### config.mk
export PLATFORM = sky130hd
export DESIGN_NAME = serial_subtractor
export DESIGN_NICKNAME = d
export VERILOG_FILES = /design/src/rtl/serial_sub_pkg.sv /design/src/rtl/fs_cell.sv /design/src/rtl/serial_subtractor.sv
export SDC_FILE = /design/constraint.sdc
export NUM_CORES = 1
export LEC_CHECK = 0
export ABC_AREA = 1
export CAP_MARGIN = 20
export CORE_ASPECT_RATIO = 1.5
export CORE_MARGIN = 10
export CORE_UTILIZATION = 58
export CTS_BUF_LIST = sky130_fd_sc_hd__clkbuf_4 sky130_fd_sc_hd__clkbuf_8
export DETAILED_ROUTE_END_ITERATION = 6
export GPL_ROUTABILITY_DRIVEN = 1
export MAX_ROUTING_LAYER = met4
export PLACE_DENSITY = 0.87
export SLEW_MARGIN = 25
export SYNTH_ARGS = -nofsm -noshare
export SYNTH_HDL_FRONTEND = slang
export SYNTH_SLANG_ARGS = --single-unit
### constraint.sdc
create_clock -name clk -period 1.7 [get_ports clk]
set_input_delay 0.17 -clock clk [delete_from_list [all_inputs] [get_ports clk]]
set_output_delay 0.17 -clock clk [all_outputs]
set_load 0.02 [all_outputs]
### src/rtl/serial_sub_pkg.sv
// Shared types and constants for the bit-serial subtractor.
package serial_sub_pkg;

  typedef enum logic [1:0] {
    IDLE,
    SHIFT,
    DONE
  } state_e;

  localparam int unsigned DEFAULT_WIDTH = 8;

  // One spare bit beyond clog2 keeps WIDTH=1 representable.
  function automatic int unsigned cnt_width(input int unsigned w);
    return $clog2(w) + 1;
  endfunction

endpackage

### src/rtl/fs_cell.sv
// 1-bit combinational full subtractor: D = A - B - Bin, Bout = borrow.
module fs_cell (
  input  logic A,
  input  logic B,
  input  logic Bin,
  output logic D,
  output logic Bout
);

  assign D    = A ^ B ^ Bin;
  assign Bout = (~A & B) | (~(A ^ B) & Bin);

endmodule

### src/rtl/serial_subtractor.sv
// Bit-serial subtractor: diff = a - b - borrow_in, one bit per clock, LSB first.
module serial_subtractor
  import serial_sub_pkg::*;
#(
  parameter int unsigned WIDTH = DEFAULT_WIDTH
) (
  input  logic             clk,
  input  logic             rst,
  input  logic             start,
  input  logic [WIDTH-1:0] a,
  input  logic [WIDTH-1:0] b,
  input  logic             borrow_in,
  output logic             busy,
  output logic             done,
  output logic [WIDTH-1:0] diff,
  output logic             borrow_out
);

  localparam int unsigned     CW   = cnt_width(WIDTH);
  localparam logic [CW-1:0]   LAST = CW'(WIDTH - 1);

  state_e           state_q, state_d;
  logic [WIDTH-1:0] a_q, a_d, b_q, b_d, res_q, res_d, diff_q, diff_d;
  logic             brw_q, brw_d, bout_q, bout_d;
  logic [CW-1:0]    cnt_q, cnt_d;
  logic             cell_d, cell_bout;

  fs_cell u_cell (
    .A    (a_q[0]),
    .B    (b_q[0]),
    .Bin  (brw_q),
    .D    (cell_d),
    .Bout (cell_bout)
  );

  always_comb begin
    state_d = state_q;
    a_d     = a_q;
    b_d     = b_q;
    res_d   = res_q;
    brw_d   = brw_q;
    cnt_d   = cnt_q;
    diff_d  = diff_q;
    bout_d  = bout_q;
    case (state_q)
      IDLE: begin
        if (start) begin
          a_d     = a;
          b_d     = b;
          brw_d   = borrow_in;
          cnt_d   = '0;
          state_d = SHIFT;
        end
      end
      SHIFT: begin
        a_d   = a_q >> 1;
        b_d   = b_q >> 1;
        // Shift via a widened concat so the form stays legal at WIDTH=1.
        res_d = WIDTH'({cell_d, res_q} >> 1);
        brw_d = cell_bout;
        cnt_d = cnt_q + CW'(1);
        if (cnt_q == LAST) begin
          diff_d  = res_d;
          bout_d  = cell_bout;
          state_d = DONE;
        end
      end
      DONE:    state_d = IDLE;
      default: state_d = IDLE;
    endcase
  end

  always_ff @(posedge clk) begin
    if (rst) begin
      state_q <= IDLE;
      a_q     <= '0;
      b_q     <= '0;
      res_q   <= '0;
      brw_q   <= 1'b0;
      cnt_q   <= '0;
      diff_q  <= '0;
      bout_q  <= 1'b0;
    end else begin
      state_q <= state_d;
      a_q     <= a_d;
      b_q     <= b_d;
      res_q   <= res_d;
      brw_q   <= brw_d;
      cnt_q   <= cnt_d;
      diff_q  <= diff_d;
      bout_q  <= bout_d;
    end
  end

  assign busy       = (state_q == SHIFT);
  assign done       = (state_q == DONE);
  assign diff       = diff_q;
  assign borrow_out = bout_q;

endmodule

==> qor.yml <==
hold_path:
  min_from: "b[4]"
  min_to: "b_q[4]$_SDFFE_PP0P_"
  hold_path_depth: 3
  hold_path.class: "input port to flip-flop"
critical_path:
  critPathBufInv: 1
  path_class: "flip-flop to output port"
  timing.rr.end: "b_q[0]$_SDFFE_PP0P_"
  start_kind: "flip-flop"
  cpPeakStageDelay_ns: 0.62
  r2r_start: "state_q[1]$_SDFFE_PP0P_"
  critPathArrivalTime_ns: 1.24
  reg2reg_depth: 6
  crit_required_ns: 1.53
  critPathMaxFanout: 2
  cp_slowest_cell: "clkdlybuf4s50_1"
  crit_chain: "clkdlybuf4s50_1"
  cp_top_family: "buffers and inverters"
  reg2reg_slack_ns: 0.35
  critPathCaptureType: "output port"
clocking:
  htree_levels: 2
  clock_latency_ns: 0.29
  cts_tree: "built"
  cts_num_sinks: 39
  cts_root_buf: "clkbuf_8"
  post_cts_resized: 0
  hold_buffers: 0
  post-cts-setup-buffer-count: 0
  numCtsBuffers: 5
  clkSlewWorstSetupHoldPaths_ns: 0.07
  clock_path_buffers: 2
power_and_ir_drop:
  power_density_nw_per_um2: 891
  vdd_drop_max_mv: 0.738
  p_leak_nw: 0.967
global_routing:
  grt_pass1_vias: 1598
  grt_usage_pct: 15.0
  antenna_found_initial: 0
  grt_max_degree: 26
  gr-total-overflow: 0
  grt_pass1_wl_mm: 6.66
timing:
  relSlewSlack_pct: 79.7
  min_period_over_period_pct: 83.1
  slew_viol_final: 0
  setup_viol: 0
  finalHoldViolCount: 0
  post-route-min-period_ns: 1.41
  worst_slack_ns: 0.288
  fmax_mhz: 708
  tns_ns: 0
  worst_slew_pin_slew_ns: 0.304
  rsz0062_at_grt: "false"
  whs_ns: 0.417
  fin_skew_ns: 0.00365
logic_synthesis:
  synth-seq-cells: 39
  synth_top_family_by_area: "simple AND/OR/NAND/NOR gates"
  synth.area.mux_share_pct: 0
  synth_compound_area_share_pct: 6.29
  synth.avg_cell_area_um2: 7.18
  synthSimpleGateAreaFrac_pct: 37.5
  synth_fa_ha_area_share_pct: 1.86
  synth_xor_area_share_pct: 0
  synth_nets: 266
  ys_seq_area_share_pct: 44.6
  yosys_warnings: 0
  syn_area_um2: 1750
  ys_types: 24
  synth_cells: 244
drt:
  totalWireLength_mm: 3.95
  dr.pass1.iters: 5
  drtAntennaViolNets: 0
  vias_per_cell: 5.06
  vias: 1598
  drc_errors: 0
  drtIter0Drc: 65
  wl_per_cell_um: 12.5
floorplanning:
  fp.dieH_um: 87.3
  ios: 31
  die_x_um: 64.9
  start_util_pct: 60.1
  fp-row-count: 24
  core_um2: 2910
  die_area_um2: 5660
status:
  status: "finished clean"
placement:
  gp_congestion: 0.912
  pre_cts_slack_ns: 0.276
  dp_hpwl_mm: 2.85
  port_buffers: 30
job:
  cap_viol_max_count: 0
final_layout:
  antenna_cells: 0
  area_growth_pct: 23.9
  drive_gt1_share_pct: 10.8
  final_nets: 298
[placed cells by master, fill, tap and decap left out, drive strengths merged]
master	Yosys	routed
a21oi	9	9
buf	7	6
clkbuf	4	7
clkdlybuf4s50	0	28
clkinv	0	1
dfxtp	39	39
dlymetal6s2s	0	2
fa	1	1
ha	1	1
inv	24	24
nand2	67	67
nand3	25	25
nand4	4	4
nor2	49	49
nor3	1	1
o21ai	13	13
[worst max-delay path by stage]
| stage | cells after the start | startpoint | slack [ns] | endpoint |
|---|---|---|---|---|
| after detailed placement | 6 | start | 0.28 | b_q[0]$_SDFFE_PP0P_ |
| final | 1 | diff[5]$_SDFFE_PP0P_ | 0.29 | diff[5] |
| after global routing | 1 | diff[5]$_SDFFE_PP0P_ | 0.25 | diff[5] |
| after global placement | 6 | start | 0.30 | b_q[0]$_SDFFE_PP0P_ |
| after CTS | 3 | state_q[1]$_SDFFE_PP0P_ | 0.0003 | done |
| after floorplan | 6 | b_q[0]$_SDFFE_PP0P_ | 0.53 | diff[7]$_SDFFE_PP0P_ |
[sequential cells by signal, indices dropped and copies added (netlist names)]
signal and count:
b_q 8, diff 8, res_q 7, a_q 8, state_q 2, brw_q 1, cnt_q 4, borrow_out 1
[cell usage after synthesis, drive strengths merged]
cell / n / area (um^2)
a21oi: 9 / 45.0
clkbuf: 4 / 15.0
dfxtp: 39 / 781
nand4: 4 / 25.0
inv: 24 / 90.1
nand3: 25 / 130
buf: 7 / 66.3
nand2: 67 / 264
ha: 1 / 12.5
nor3: 1 / 5.00
fa: 1 / 20.0
nor2: 49 / 233
o21ai: 13 / 65.1
[metrics by stage]
step	utilization (%)	power (W)	instance area (um^2)	cells
2_1_floorplan	-	0.00123	1750	244
3_3_place_gp	71.3	0.00131	2080	308
3_5_place_dp	71.3	0.00132	2080	308
4_1_cts	74.4	0.00194	2170	316
5_1_grt	74.5	0.00202	2170	316
6_report	74.5	0.00194	2170	316
[routing by layer]
metal / GRT usage, % / vias to the layer above / share of wire, %
li1: - / 823 / -
met1: 13.6 / 729 / 40
met2: 27.3 / 37 / 54
met3: 4.90 / 9 / 4.2
met4: 7.23 / 0 / 2.3
met5: - / - / 0
[where the power goes]
| group | internal [W] | switching (W) |
|---|---|---|
| Sequential | 0.000968 | 0.0000264 |
| Combinational | 0.000126 | 0.000184 |
| Clock | 0.000320 | 0.000312 |
| Total | 0.00141 | 0.000522 |
[layout make-up]
type | instances | area [um^2]
clock buffer | 7 | 83.8
sequential | 39 | 781
timing repair buffer | 36 | 363
tap | 39 | 48.8
inverter | 24 | 90.1
multi-input combinational | 170 | 800
fill | 243 | 742
clock inverter | 1 | 5.00
[worst reg2reg max path, cell delays in order (launching register included)]
cell and delay [ns]:
dfxtp_1 0.41, inv_2 0.09, nand2_2 0.22, nand2_2 0.24
nor2_1 0.18, nor2_1 0.07, nor2_1 0.07
[logic make-up (layout without fill, tap and decap cells)]
group / after synthesis / in the layout
and+or+nand+nor: 146 / 146
DFF: 39 / 39
buffers and inverters: 35 / 68
AOI/OAI and AO/OA: 22 / 22
adders and majority gates: 2 / 2
(Power assumes the default switching activity.)
